### src/rtl/display_scan_scheduler.sv
// Display scan scheduler: sequences eight hex nibbles through one shared,
// registered hex-to-7-segment decoder and holds each result on its own
// digit output. Supports leading-zero blanking and a one-deep pending load.
module display_scan_scheduler #(
    parameter logic [6:0]  BLANK_CODE = 7'b1111111,
    parameter int unsigned NUM_DIGITS = 8
) (
    input  logic        clk,
    input  logic        rst_n,
    input  logic        load,
    input  logic [31:0] value,
    input  logic        blank_lz,
    output logic [3:0]  dec_binary,
    input  logic [6:0]  dec_display,
    output logic [6:0]  hex0,
    output logic [6:0]  hex1,
    output logic [6:0]  hex2,
    output logic [6:0]  hex3,
    output logic [6:0]  hex4,
    output logic [6:0]  hex5,
    output logic [6:0]  hex6,
    output logic [6:0]  hex7,
    output logic        busy,
    output logic        done
);

    localparam int unsigned IDX_W    = 3;
    localparam int unsigned VAL_W    = 32;
    localparam int unsigned SEG_W    = 7;
    localparam logic [IDX_W-1:0] IDX_LAST = IDX_W'(NUM_DIGITS - 1);

    typedef enum logic [1:0] {
        IDLE  = 2'd0,
        RUN   = 2'd1,
        FLUSH = 2'd2
    } state_t;

    state_t             state;
    logic [IDX_W-1:0]   idx;
    logic [VAL_W-1:0]   cap_val;
    logic               cap_blz;
    logic [VAL_W-1:0]   pend_val;
    logic               pend_blz;
    logic               pend_v;
    logic [SEG_W-1:0]   hex_q [8];
    logic [7:0]         keep_c;
    logic [IDX_W-1:0]   wr_idx_c;
    logic [SEG_W-1:0]   wr_seg_c;

    // Extract nibble i of a 32-bit word.
    function automatic logic [3:0] nib(input logic [VAL_W-1:0] v, input logic [IDX_W-1:0] i);
        nib = 4'(v >> {i, 2'b00});
    endfunction

    // Per-digit keep mask: a digit above the highest nonzero nibble is blanked
    // when blanking is enabled; digit 0 is always shown.
    always_comb begin
        logic seen;
        seen   = 1'b0;
        keep_c = 8'h01;
        for (int k = 7; k >= 1; k--) begin
            if (cap_val[4*k +: 4] != 4'h0) begin
                seen = 1'b1;
            end
            keep_c[k] = seen | ~cap_blz;
        end
    end

    // Digit being written this cycle and its pattern (decoder result or blank).
    always_comb begin
        wr_idx_c = (state == FLUSH) ? IDX_LAST : idx - IDX_W'(1);
        wr_seg_c = keep_c[wr_idx_c] ? dec_display : BLANK_CODE;
    end

    // Scan FSM, digit registers, pending load and registered outputs.
    always_ff @(posedge clk or negedge rst_n) begin
        if (!rst_n) begin
            state      <= IDLE;
            idx        <= '0;
            cap_val    <= '0;
            cap_blz    <= 1'b0;
            pend_val   <= '0;
            pend_blz   <= 1'b0;
            pend_v     <= 1'b0;
            busy       <= 1'b0;
            done       <= 1'b0;
            dec_binary <= 4'h0;
            for (int k = 0; k < 8; k++) begin
                hex_q[k] <= BLANK_CODE;
            end
        end else begin
            done <= 1'b0;
            case (state)
                IDLE: begin
                    if (load) begin
                        state      <= RUN;
                        idx        <= '0;
                        cap_val    <= value;
                        cap_blz    <= blank_lz;
                        busy       <= 1'b1;
                        dec_binary <= value[3:0];
                        pend_v     <= 1'b0;
                    end else if (pend_v) begin
                        state      <= RUN;
                        idx        <= '0;
                        cap_val    <= pend_val;
                        cap_blz    <= pend_blz;
                        busy       <= 1'b1;
                        dec_binary <= pend_val[3:0];
                        pend_v     <= 1'b0;
                    end
                end
                RUN: begin
                    if (idx != '0) begin
                        hex_q[wr_idx_c] <= wr_seg_c;
                    end
                    if (idx == IDX_LAST) begin
                        state      <= FLUSH;
                        dec_binary <= 4'h0;
                    end else begin
                        idx        <= idx + IDX_W'(1);
                        dec_binary <= nib(cap_val, idx + IDX_W'(1));
                    end
                end
                FLUSH: begin
                    hex_q[wr_idx_c] <= wr_seg_c;
                    done            <= 1'b1;
                    if (pend_v) begin
                        state      <= RUN;
                        idx        <= '0;
                        cap_val    <= pend_val;
                        cap_blz    <= pend_blz;
                        dec_binary <= pend_val[3:0];
                        pend_v     <= 1'b0;
                    end else begin
                        state <= IDLE;
                        busy  <= 1'b0;
                    end
                end
                default: begin
                    state      <= IDLE;
                    busy       <= 1'b0;
                    dec_binary <= 4'h0;
                end
            endcase
            // A load while busy (including the restart edge) becomes pending; last wins.
            if (load && (state == RUN || state == FLUSH)) begin
                pend_val <= value;
                pend_blz <= blank_lz;
                pend_v   <= 1'b1;
            end
        end
    end

    assign hex0 = hex_q[0];
    assign hex1 = hex_q[1];
    assign hex2 = hex_q[2];
    assign hex3 = hex_q[3];
    assign hex4 = hex_q[4];
    assign hex5 = hex_q[5];
    assign hex6 = hex_q[6];
    assign hex7 = hex_q[7];

endmodule
### config.mk
export PLATFORM = sky130hd
export DESIGN_NAME = display_scan_scheduler
export DESIGN_NICKNAME = d
export VERILOG_FILES = /design/src/rtl/display_scan_scheduler.sv
export SDC_FILE = /design/constraint.sdc
export NUM_CORES = 1
export LEC_CHECK = 0
export CORE_ASPECT_RATIO = 0.6
export CORE_UTILIZATION = 55
export DETAILED_ROUTE_END_ITERATION = 7
export GPL_ROUTABILITY_DRIVEN = 0
export PLACE_DENSITY = 0.82
export SLEW_MARGIN = 20
export SYNTH_ARGS = -nofsm -noshare
export SYNTH_HDL_FRONTEND = slang
export SYNTH_SLANG_ARGS = --single-unit
### constraint.sdc
create_clock -name clk -period 5.85 [get_ports clk]
set_clock_uncertainty 0.05 [all_clocks]
set_input_delay 1.755 -clock clk [delete_from_list [all_inputs] [get_ports clk]]
set_output_delay 1.755 -clock clk [all_outputs]
set_load 0.01 [all_outputs]
==> out/metrics.cfg <==
[clock_tree]
cts_tree=built
cts-root-buf=clkbuf_16
cts_resized=0
cts.sinks=134
cts_buffer_depth=2
cts_hold_buffers=0
htreeDepth=4
cts_setup_buffers=0
path_clk_slew_ns=0.05
clk_latency_ns=0.42
cts_made_buffers=17

[placement]
place_area_um2=7280
io_buffer_count=104
hpwlAfterDp_mm=11.6
post-place-ws_ns=1.58

[route]
drt-vias-per-instance=6.18
drc=8
drt-total-wl_mm=17.2
antenna_left=0
drtIter0Drc=606
drt_pass1_iterations=8
wire_per_inst_um=20.4
vias=5204

[timing]
slew_headroom_pct=31.8
final.min_clock_period_ns=3.90
setup_viol=0
drv_slew=0
finalCritPeriodShare_pct=66.7
fmax_mhz=256
setup_tns_ns=0
finalHoldViolCount=0
worst-slew-pin-transition_ns=1.02
rsz0062_at_grt=no
layout_setup_ws_ns=1.95

[logic_synthesis]
synth_nets=655
synthFlopType=dfrtp_1
async_flop_share_pct=100
syn-instance-count=604
seq_area_frac_synth_pct=55.2
yosys_register_bits=134
synth_area_um2=6210
synth-edff-count=0
synth_cell_types=45
yosys_warnings=0
synth_area_per_cell_um2=10.3

[cells_and_area]
fin_area_um2=7880
fill_cells=727
n_antenna_cell=0
layout-drive-gt1-share_pct=20.3
syn_to_final_growth_pct=27.0
finalNetCount=741

[floorplanning]
core_um2=10800
start_util_pct=57.6
dieArea_um2=11700
boundaryPins=105
rows=29
dieHeight_um=84.3
die_w_um=139

[grt]
grt_first_pass_wirelength_mm=27.9
grt-ovfl-total=0
grt_start_max_net_pins=53
grt_usage_pct=31.2
grt_pass1_vias=5243
antenna_found_initial=0

[critical_path]
crit_family=buffers and inverters
crit_chain=clkdlybuf4s50_1 -> nand2b_1 -> buf_4 -> nand2_1 -> o22ai_1 -> a21oi_1
crit_start=load
ff2ff_setup_slack_ns=2.57
r2r_end=hex7[1]$_DFFE_PN1P_
worstSetupPathType=input port to register
slowest_stage=nand2_1
required_ns=6.05
slowest_delay_ns=0.69
endpoint_kind=register
start_kind=input port
reg2reg_depth=8
worstReg2RegStart=idx[0]$_DFFE_PN0P_
worst-path-buf-inv=2
path_max_fanout=34
crit_path_end=cap_val[12]$_DFFE_PN0P_
worst-path-stages=6
critPathArrivalTime_ns=4.10

[worst_hold_path]
hold_path.class=register to register
hold_start=cap_val[0]$_DFFE_PN0P_

[run_status]
status=finished, violations left
failed_checks=design-rule violations

[power_and_ir_drop]
cellPowerDensity_nw_per_um2=599
leakagePower_nw=3.20
peakVddDrop_v=0.000300

[job]
max_cap_viol_count=0

## cells by family after synthesis
kind of cell / share of synthesized area [%]
xor+xnor: 0.403
flops: 55.2
compound gates: 14.5
buf+inv: 3.53
fa+ha+maj: 1.61
mux: 11.5
simple gates: 13.4
## where the power goes
part | leakage (nW) | total [mW] | internal, mW | switching (mW)
Combinational | 1.41 | 1.79 | 0.900 | 0.893
Clock | 0.297 | 1.07 | 0.679 | 0.390
Sequential | 1.49 | 1.86 | 1.52 | 0.338
## stage by stage
step                power (mW)  hold slack, ns  utilization [%]  cells
finish                    4.72           0.451             73.1    842
detailed placement        3.60           0.433             67.5    810
global route              4.96           0.467             73.1    842
floorplan                 2.81           0.392                -    604
CTS                       4.70           0.454             73.1    842
global placement          3.49           0.426             67.5    810
## flip-flops by register name, indices dropped and copies added, names as in the netlist
register    cells
hex0            7
hex3            7
hex7            7
hex5            7
cap_blz         1
hex6            7
hex1            7
dec_binary      4
pend_val       32
hex4            7
pend_blz        1
busy            1
idx             3
state           2
pend_v          1
cap_val        32
hex2            7
done            1
## area by class of cell
cell class	count	area [µm²]	area share, %
Clock buffer	26	542	6.87
Tap cell	139	174	2.21
Timing Repair Buffer	110	1080	13.7
Sequential cell	134	3420	43.4
Inverter	9	33.8	0.429
Clock inverter	6	58.8	0.746
Multi-Input combinational cell	418	2570	32.6
## cell usage after synthesis, drive strengths merged (7+ instances only)
library cell	instances	area [µm²]
nor2	142	533
nor2b	7	51.3
o22ai	29	181
inv	9	33.8
a21oi	94	470
dfstp	56	1470
buf	16	83.8
ha	8	100
mux4	8	206
nand2	22	82.6
dfrtp	78	1950
clkbuf	27	101
o21ai	14	70.1
mux2	44	495
## worst min path at each step
stage	endpoint	slack, ns	depth (start not counted)
global route	pend_val[6]$_DFFE_PN0P_	0.47	1
detailed placement	cap_val[0]$_DFFE_PN0P_	0.43	2
CTS	cap_val[3]$_DFFE_PN0P_	0.45	2
global placement	cap_val[1]$_DFFE_PN0P_	0.43	2
floorplan	cap_val[1]$_DFFE_PN0P_	0.39	2
finish	cap_val[0]$_DFFE_PN0P_	0.45	2
## worst register-to-register path: cells and delay by family, from the launching register on
family / cells / cell delay, ns
DFF: 1 / 0.79
AOI/OAI and AO/OA: 4 / 0.74
buffers and inverters: 3 / 0.88
adders and majority gates: 1 / 0.72
## cell usage in the layout, fill, tap and decap left out, types with 3 or more instances in the layout
master           netlist  layout
nand2b_1               5       5
nor4_1                 6       6
inv_1                  9       9
clkdlybuf4s50_1        0     103
a21oi_1               94      94
a221o_1                3       3
clkbuf_1              27       3
nor2_1               142     142
clkbuf_8               0       4
mux2_2                44      44
nand2_1               22      21
o221ai_1               3       3
nor2b_1                6       6
clkinv_2               0       3
a21boi_0               3       3
dfrtp_1               78      78
o22ai_1               29      29
dfstp_2               56      56
nor3_1                 4       4
buf_4                  0       7
ha_1                   8       8
o21ai_0               12      12
clkbuf_16              0      19
nand3_1                3       3
mux4_1                 7       7
## routing by layer
layer / global-route usage (%) / up-vias / routed length [µm]
li1: - / 2289 / -
met2: 47.9 / 295 / 7720
met4: 9.90 / 0 / 374
met1: 42.9 / 2567 / 7480
met5: 0 / - / 0
met3: 9.47 / 53 / 1620
(Power assumes the default switching activity.)
